[src/rtl/snd_defs.sv]
// Shared definitions for the sound output stage: envelope FSM encodings and
// default decimation/gain widths.
package snd_defs;

    localparam int DEC_LOG2_DEF  = 6;
    localparam int GAIN_BITS_DEF = 4;

    typedef enum logic [1:0] {
        ST_UP    = 2'd0,
        ST_RUN   = 2'd1,
        ST_DOWN  = 2'd2,
        ST_MUTED = 2'd3
    } snd_state_e;

endpackage

[src/rtl/snd_sigma_delta.sv]
// First-order sigma-delta re-modulator: the carry out of a DEC_LOG2-bit
// phase accumulator gives a ones density of level/2^DEC_LOG2.
module snd_sigma_delta
    import snd_defs::*;
#(
    parameter int DEC_LOG2 = DEC_LOG2_DEF
) (
    input  logic                clk,
    input  logic                rst_n,
    input  logic [DEC_LOG2-1:0] level,
    output logic                audio_out
);

    // Top bit holds the carry of the last add and drives the pin directly.
    logic [DEC_LOG2:0] sd_acc_q;
    logic [DEC_LOG2:0] sd_acc_d;

    always_comb begin
        sd_acc_d = {1'b0, sd_acc_q[DEC_LOG2-1:0]} + {1'b0, level};
    end

    always_ff @(posedge clk or negedge rst_n) begin
        if (!rst_n) begin
            sd_acc_q <= '0;
        end else begin
            sd_acc_q <= sd_acc_d;
        end
    end

    assign audio_out = sd_acc_q[DEC_LOG2];

endmodule

[src/rtl/snd_out_stage.sv]
// Output conditioner: decimates 1-bit PWM into window samples, applies a
// stepped volume/mute envelope and re-modulates the result as sigma-delta.
module snd_out_stage
    import snd_defs::*;
#(
    parameter int DEC_LOG2  = DEC_LOG2_DEF,
    parameter int GAIN_BITS = GAIN_BITS_DEF
) (
    input  logic                 clk,
    input  logic                 rst_n,
    input  logic                 pwm_in,
    input  logic [GAIN_BITS-1:0] vol_in,
    input  logic                 mute,
    output logic                 audio_out,
    output logic [DEC_LOG2-1:0]  sample_out,
    output logic                 sample_valid,
    output logic                 muted
);

    localparam int PW = DEC_LOG2 + GAIN_BITS;
    localparam logic [DEC_LOG2-1:0] WIN_MAX = '1;

    // A full window of ones counts to 2^DEC_LOG2, one more than a sample holds.
    function automatic logic [DEC_LOG2-1:0] sat_sample(input logic [DEC_LOG2:0] total);
        return total[DEC_LOG2] ? '1 : total[DEC_LOG2-1:0];
    endfunction

    logic [DEC_LOG2-1:0]  win_cnt_q, win_cnt_d;
    logic [DEC_LOG2:0]    ones_cnt_q, ones_cnt_d;
    logic [DEC_LOG2-1:0]  sample_q, sample_d;
    logic                 sample_valid_q, sample_valid_d;
    logic [GAIN_BITS-1:0] gain_q, gain_d;
    logic [DEC_LOG2-1:0]  level_q, level_d;
    snd_state_e           state_q, state_d;
    logic                 muted_q, muted_d;

    logic                 win_end;
    logic [DEC_LOG2:0]    ones_total;
    logic [DEC_LOG2-1:0]  new_sample;
    logic [PW-1:0]        product;
    logic [GAIN_BITS-1:0] gain_inc, gain_dec;

    always_comb begin
        win_end        = (win_cnt_q == WIN_MAX);
        ones_total     = ones_cnt_q + {{DEC_LOG2{1'b0}}, pwm_in};
        new_sample     = sat_sample(ones_total);
        product        = PW'(new_sample) * PW'(gain_q);
        gain_inc       = gain_q + GAIN_BITS'(1);
        gain_dec       = (gain_q == '0) ? '0 : gain_q - GAIN_BITS'(1);

        win_cnt_d      = win_cnt_q + DEC_LOG2'(1);
        ones_cnt_d     = win_end ? '0 : ones_total;
        sample_valid_d = win_end;
        sample_d       = sample_q;
        level_d        = level_q;
        gain_d         = gain_q;
        state_d        = state_q;

        // Level uses the gain in force before this window's envelope step.
        if (win_end) begin
            sample_d = new_sample;
            level_d  = DEC_LOG2'(product >> GAIN_BITS);
            case (state_q)
                ST_UP: begin
                    if (mute) begin
                        state_d = ST_DOWN;
                        gain_d  = gain_dec;
                    end else if (gain_q < vol_in) begin
                        gain_d = gain_inc;
                        if (gain_inc == vol_in) state_d = ST_RUN;
                    end else begin
                        state_d = ST_RUN;
                    end
                end
                ST_RUN: begin
                    if (mute) begin
                        state_d = ST_DOWN;
                        gain_d  = gain_dec;
                    end else if (gain_q < vol_in) begin
                        gain_d = gain_inc;
                    end else if (gain_q > vol_in) begin
                        gain_d = gain_dec;
                    end
                end
                ST_DOWN: begin
                    if (!mute) begin
                        state_d = ST_UP;
                    end else begin
                        gain_d = gain_dec;
                        if (gain_dec == '0) state_d = ST_MUTED;
                    end
                end
                ST_MUTED: begin
                    gain_d = '0;
                    if (!mute) state_d = ST_UP;
                end
                default: state_d = ST_UP;
            endcase
        end

        muted_d = (state_d == ST_MUTED);
    end

    always_ff @(posedge clk or negedge rst_n) begin
        if (!rst_n) begin
            win_cnt_q      <= '0;
            ones_cnt_q     <= '0;
            sample_q       <= '0;
            sample_valid_q <= 1'b0;
            gain_q         <= '0;
            level_q        <= '0;
            state_q        <= ST_UP;
            muted_q        <= 1'b0;
        end else begin
            win_cnt_q      <= win_cnt_d;
            ones_cnt_q     <= ones_cnt_d;
            sample_q       <= sample_d;
            sample_valid_q <= sample_valid_d;
            gain_q         <= gain_d;
            level_q        <= level_d;
            state_q        <= state_d;
            muted_q        <= muted_d;
        end
    end

    snd_sigma_delta #(
        .DEC_LOG2(DEC_LOG2)
    ) u_sigma_delta (
        .clk      (clk),
        .rst_n    (rst_n),
        .level    (level_q),
        .audio_out(audio_out)
    );

    assign sample_out   = sample_q;
    assign sample_valid = sample_valid_q;
    assign muted        = muted_q;

endmodule
[config.mk]
export PLATFORM = sky130hd
export DESIGN_NAME = snd_out_stage
export DESIGN_NICKNAME = d
export VERILOG_FILES = /design/src/rtl/snd_defs.sv /design/src/rtl/snd_sigma_delta.sv /design/src/rtl/snd_out_stage.sv
export SDC_FILE = /design/constraint.sdc
export NUM_CORES = 1
export LEC_CHECK = 0
export ABC_AREA = 0
export BUFFER_PORTS_ARGS = -buffer_cell sky130_fd_sc_hd__buf_2
export CORE_ASPECT_RATIO = 0.75
export CORE_MARGIN = 10
export CORE_UTILIZATION = 58
export CTS_BUF_LIST = sky130_fd_sc_hd__clkbuf_4
export DETAILED_ROUTE_END_ITERATION = 6
export PLACE_DENSITY = 0.77
export SETUP_SLACK_MARGIN = 0.15
export SLEW_MARGIN = 25
export SYNTH_ARGS = -nofsm -noshare
export SYNTH_HDL_FRONTEND = slang
export SYNTH_SLANG_ARGS = --single-unit
[constraint.sdc]
create_clock -name clk -period 5.9 [get_ports clk]
set_input_delay 1.18 -clock clk [delete_from_list [all_inputs] [get_ports clk]]
set_output_delay 1.18 -clock clk [all_outputs]
set_load 0.02 [all_outputs]
Word level (Yosys, flattened, before mapping)
Index checks and enable logic that the tools add are counted.
{ "word_totals": {"register_bits": 40, "latchBits": 0, "mem_bits_rw": 0, "mem_bits_ro": 0, "input_bits": 8, "output_inout_bits": 9, "elab_cells": 49, "mem_count": 0} }
{ "op_classes": {"n_addsub": 5, "n_mul": 1, "n_div": 0, "n_lt_le_gt_ge": 2, "n_eq_ne": 9, "shifts": 0, "muxes": 19, "bitwise_logic": 0, "reduce_logical": 4} }
{ "ops": {"columns": ["cell", "n"], "rows": [
  ["$mux 4", 7],
  ["$mux 2", 8],
  ["$pmux 4 s4", 1],
  ["$mul 6x4->10", 1],
  ["$logic_not 4->1", 2],
  ["$pmux 2 s4", 1],
  ["$add 6x6->7", 1],
  ["$add 7x1->7", 1],
  ["$mux 7", 1],
  ["$add 6x1->6 const B", 1],
  ["$eq 2x2->1 const B", 3],
  ["$eq 6x6->1 const B", 1],
  ["$mux 6", 1],
  ["$add 4x1->4 const B", 1],
  ["$eq 4x4->1", 1],
  ["$gt 4x4->1", 1],
  ["$lt 4x4->1", 1],
  ["$ne 4x4->1 const B", 1],
  ["$reduce_and 4->1", 1],
  ["$sub 4x1->4 const B", 1],
  ["$ne 3x3->1 const B", 1],
  ["$eq 2x1->1 const B", 1],
  ["$logic_not 2->1", 1],
  ["$ne 2x2->1 const B", 1]
]} }

Longest topological paths before layout
{ "depth": {"word_depth": 8, "depth_mapped": 18, "ltp_nobuf": 17} }

Cells and area by module
Synthesis repeated with hierarchy kept, for this count alone.
{ "hier_totals": {"cells_unflattened": 298, "area_unflattened_um2": 2829.0} }
{ "by_module_without_submodules": {"columns": ["mod", "n_inst", "cells_per_inst", "area_each_um2", "seq_area_each_um2"], "rows": [
  ["snd_out_stage", 1, 263, 2411.1, 825.8],
  ["snd_sigma_delta", 1, 35, 417.9, 175.2]
]} }

Least setup slack after synthesis
Ideal clock, no wire load.
{ "synth_path": {"kind": "input port to flip-flop", "startpoint": "input pwm_in", "endpoint": "register level_q[5]", "setup_ps": 69, "arrival_time_ps": 4900, "required_ps": 5831, "slack_ps": 931, "stages": 18, "n_path_buf": 1, "cell_sequence": "ha_1 -> ha_1 -> nand2_1 -> nor2_2 -> xnor2_1 -> clkbuf_1 -> nand2_1 -> and2_1 -> fa_1 -> inv_1 -> fa_1 -> inv_1 -> ha_1 -> a21oi_1 -> o21ai_0 -> a41oi_2 -> or4b_1 -> nand3_1"} }
{ "synth_via": {"elab_chain_cells": 3} }
{ "synth_lines": {"columns": ["element", "line_no", "source"], "rows": [
  ["start, declared", "snd_out_stage.sv:11", "input logic pwm_in,"],
  ["$add 7x1->7", "snd_out_stage.sv:45", "ones_total = ones_cnt_q + {{DEC_LOG2{1'b0}}, pwm_in};"],
  ["$mux 6", "snd_out_stage.sv:25", "return total[DEC_LOG2] ? '1 : total[DEC_LOG2-1:0];"],
  ["$mul 6x4->10", "snd_out_stage.sv:47", "product = PW'(new_sample) * PW'(gain_q);"],
  ["end signal, assigned", "snd_out_stage.sv:120", "level_q <= level_d;"],
  ["end, declared", "snd_out_stage.sv:33", "logic [DEC_LOG2-1:0] level_q, level_d;"]
]} }
Every way passes these cells.
A chain may end at the register's enable or synchronous reset.

Worst setup path in the final report
Ends and elaborated chain as after synthesis.

==> flow_summary.json <==
{
  "cp.required_ps": 6190,
  "post_cts_buffers": 0,
  "cp_common_cell": "ha_1",
  "worstRegToRegCells": 17,
  "nNetsFinal": 359,
  "grt_max_degree": 41,
  "grt_overflow_total": 0,
  "avgSynthCellArea_um2": 9.328,
  "rrSetupSlack_ps": 1380,
  "seq_area_frac_synth_pct": 35.65,
  "cp-end-kind": "register",
  "outcome": "finished clean",
  "clk_pin_slew_worst_paths_ps": 110,
  "ir_drop_mv": 0.1696,
  "hold_end": "win_cnt_q[0]",
  "ff_latch_area_mm2": 0.001001,
  "htreeDepth": 2,
  "wirelength_mm": 5.867,
  "path_buf_inv": 3,
  "die_area_mm2": 0.008053,
  "synth_common_cells": "40 x dfrtp_1, 28 x ha_1, 27 x nand2_1",
  "grt_pass1_wl_mm": 10.48,
  "synth_fp_nets": 345,
  "worstSetupPathType": "input port to register",
  "dp_hpwl_mm": 4.417,
  "synth_most_common_cell": "dfrtp_1",
  "firstDrtPassIters": 5,
  "drive_above_1_share_pct": 10.13,
  "rows": 21,
  "hold_buffers": 0,
  "antenna_cells": 0,
  "rr_startpoint": "ones_cnt_q[0]",
  "period_minus_slack_ps": 5087,
  "hold_viol": 0,
  "dominantRegCellSynth": "dfrtp_1",
  "antenna_found_initial": 0,
  "dp_slack_ps": 583.3,
  "period_share_pct": 86.22,
  "max_slew.worst_pin.slew_ps": 867.3,
  "synth_area_leaders": "dfrtp_1 36%, ha_1 12%, fa_1 5.7%",
  "synth.largest_area_cell": "dfrtp_1",
  "tritoncts": "yes",
  "drtIter0Drc": 251,
  "start_kind": "input port",
  "relSlewSlack_pct": 42.18,
  "finalClockSkew_ps": 12.49,
  "timing.setup.tns_ps": 0,
  "post_cts_resized": 0,
  "port_buffers": 16,
  "crit_slowest_cell": "fa_1",
  "maxCapViolCount": 0,
  "finalSetupViolCount": 0,
  "reg2reg_to": "level_q[5]",
  "whs_path_depth": 1,
  "remaining_drc_errors": 0,
  "clock_sinks": 40,
  "synth-async-reset-ratio_pct": 100.0,
  "rsz0062_at_grt": "no",
  "wire_per_inst_um": 15.73,
  "core_area_mm2": 0.004572,
  "netlist.area_leader.share_pct": 35.65,
  "drtAntennaViolNets": 0,
  "start_util_pct": 61.41,
  "worstPathCellList": "buf_2 -> ha_1 -> ha_1 -> nand2_1 -> nor2_2 -> xnor2_1 -> nand2_1 -> and2_1 -> fa_1 -> inv_1 -> fa_1 -> inv_1 -> ha_1 -> a21oi_1 -> o21ai_0 -> a41oi_2 -> or4b_1 -> nand3_1",
  "worst_skew_pair.late_latency_ps": 350,
  "grtUsageTotal_pct": 15.74,
  "syn_to_final_growth_pct": 6.239,
  "clockRootBuffer": "clkbuf_4",
  "gp_congestion": 0.8649,
  "max_stage_delay_ps": 530,
  "fill_cells": 376,
  "vias": 2204,
  "worstPathArrival_ps": 5380,
  "synth_warnings": 0,
  "ys_ff_latch": 40,
  "hold_class": "register to register",
  "chipWidth_um": 100.3,
  "pin_count": 17,
  "multi_input_area_mm2": 0.001678,
  "grt_pass1_vias": 2156,
  "max_freq_mhz": 196.6,
  "syn-instance-count": 301,
  "drv_slew": 0,
  "viasPerCell": 5.909,
  "synth_cell_type_count": 49,
  "numCtsBuffers": 5,
  "clockBufferDepth": 2,
  "min_from": "win_cnt_q[0]",
  "crit_family": "adder cells",
  "synthesis.area_mm2": 0.002808,
  "critPathMaxFanout": 7,
  "die_y_um": 80.26,
  "setup_ws_ps": 813.0,
  "p_leak_nw": 1.370,
  "fin_util_pct": 65.24,
  "synth-edff-count": 0,
  "powerDensity_mw_per_mm2": 323.5
}
cells in the final DEF (no fill, tap or decap), types with 9 or more instances in the layout:
cell / count
xor2_1: 11
o21ai_0: 11
inv_1: 22
a21oi_1: 13
nor2_1: 19
xnor2_1: 13
nand3_1: 9
nand2_1: 27
buf_2: 16
ha_1: 28
and2_1: 10
dfrtp_1: 40
o21ai_1: 10
power by group:
group / leakage [nW] / switching, mW / total [mW] / internal, mW
clock network: 0.0324 / 0.0875 / 0.131 / 0.0438
logic: 0.905 / 0.304 / 0.508 / 0.204
registers: 0.432 / 0.0289 / 0.326 / 0.297
total: 1.37 / 0.420 / 0.965 / 0.545
final cells by class:
cell class	count	area share, %
clock inverters	3	0.4614
well taps	57	2.391
inverters	23	2.894
clock buffers	5	1.258
multi-input cells	227	56.25
repair buffers	18	3.188
flip-flops and latches	40	33.56
registers in the layout, summed over array words and instances, names as in the netlist:
register and flops:
win_cnt_q 6, sample_out 6, sample_valid 1, level_q 6, gain_q 4, muted 1, state_q 2, ones_cnt_q 7
u_sigma_delta.sd_acc_q 7
cell families (layout without fill, tap and decap cells):
group           Yosys count  in the layout  synth area share, %
simple gates            101            101                18.41
compound gates           62             62                14.26
flops                    40             40                35.65
fa+ha+maj                36             36                18.18
buf+inv                  34             49                4.590
xor+xnor                 24             24                7.487
mux                       4              4                1.426
routing by layer:
layer	vias up	track usage, %	routed length [um]
li1	1071	-	-
met3	11	4.021	455
met2	89	22.88	2536
met1	1033	22.29	2809
met5	-	0	0
met4	0	4.789	67
how the worst max path moves through the flow:
stage	startpoint	to	slack, ps	depth (start not counted)
floorplan	pwm_in	level_q[5]	930	18
global placement	pwm_in	level_q[5]	770	18
CTS	pwm_in	level_q[5]	850	18
global route	pwm_in	level_q[5]	580	18
detailed placement	pwm_in	level_q[5]	580	18
finish	pwm_in	level_q[5]	810	18
worst reg2reg max path, cell delays in order, from the launching register on:
cell	delay, ps
dfrtp_1	380
ha_1	210
ha_1	250
nand2_1	140
nor2_2	80
xnor2_1	430
nand2_1	180
and2_1	220
fa_1	530
inv_1	50
fa_1	530
inv_1	40
ha_1	360
a21oi_1	100
o21ai_0	320
a41oi_2	100
or4b_1	490
nand3_1	80
per-stage QoR:
step | cells | total power, mW | area (um2) | hold slack (ps)
after floorplan | 301 | 0.7155 | 2808 | 438.6
after global placement | 365 | 0.8120 | 2932 | 455.8
after detailed placement | 365 | 0.8243 | 2932 | 460.5
after CTS | 373 | 0.9688 | 2983 | 485.3
after global routing | 373 | 1.064 | 2983 | 512.4
final | 373 | 0.9651 | 2983 | 479.2
Note: power is estimated with default switching activity, not from simulation.
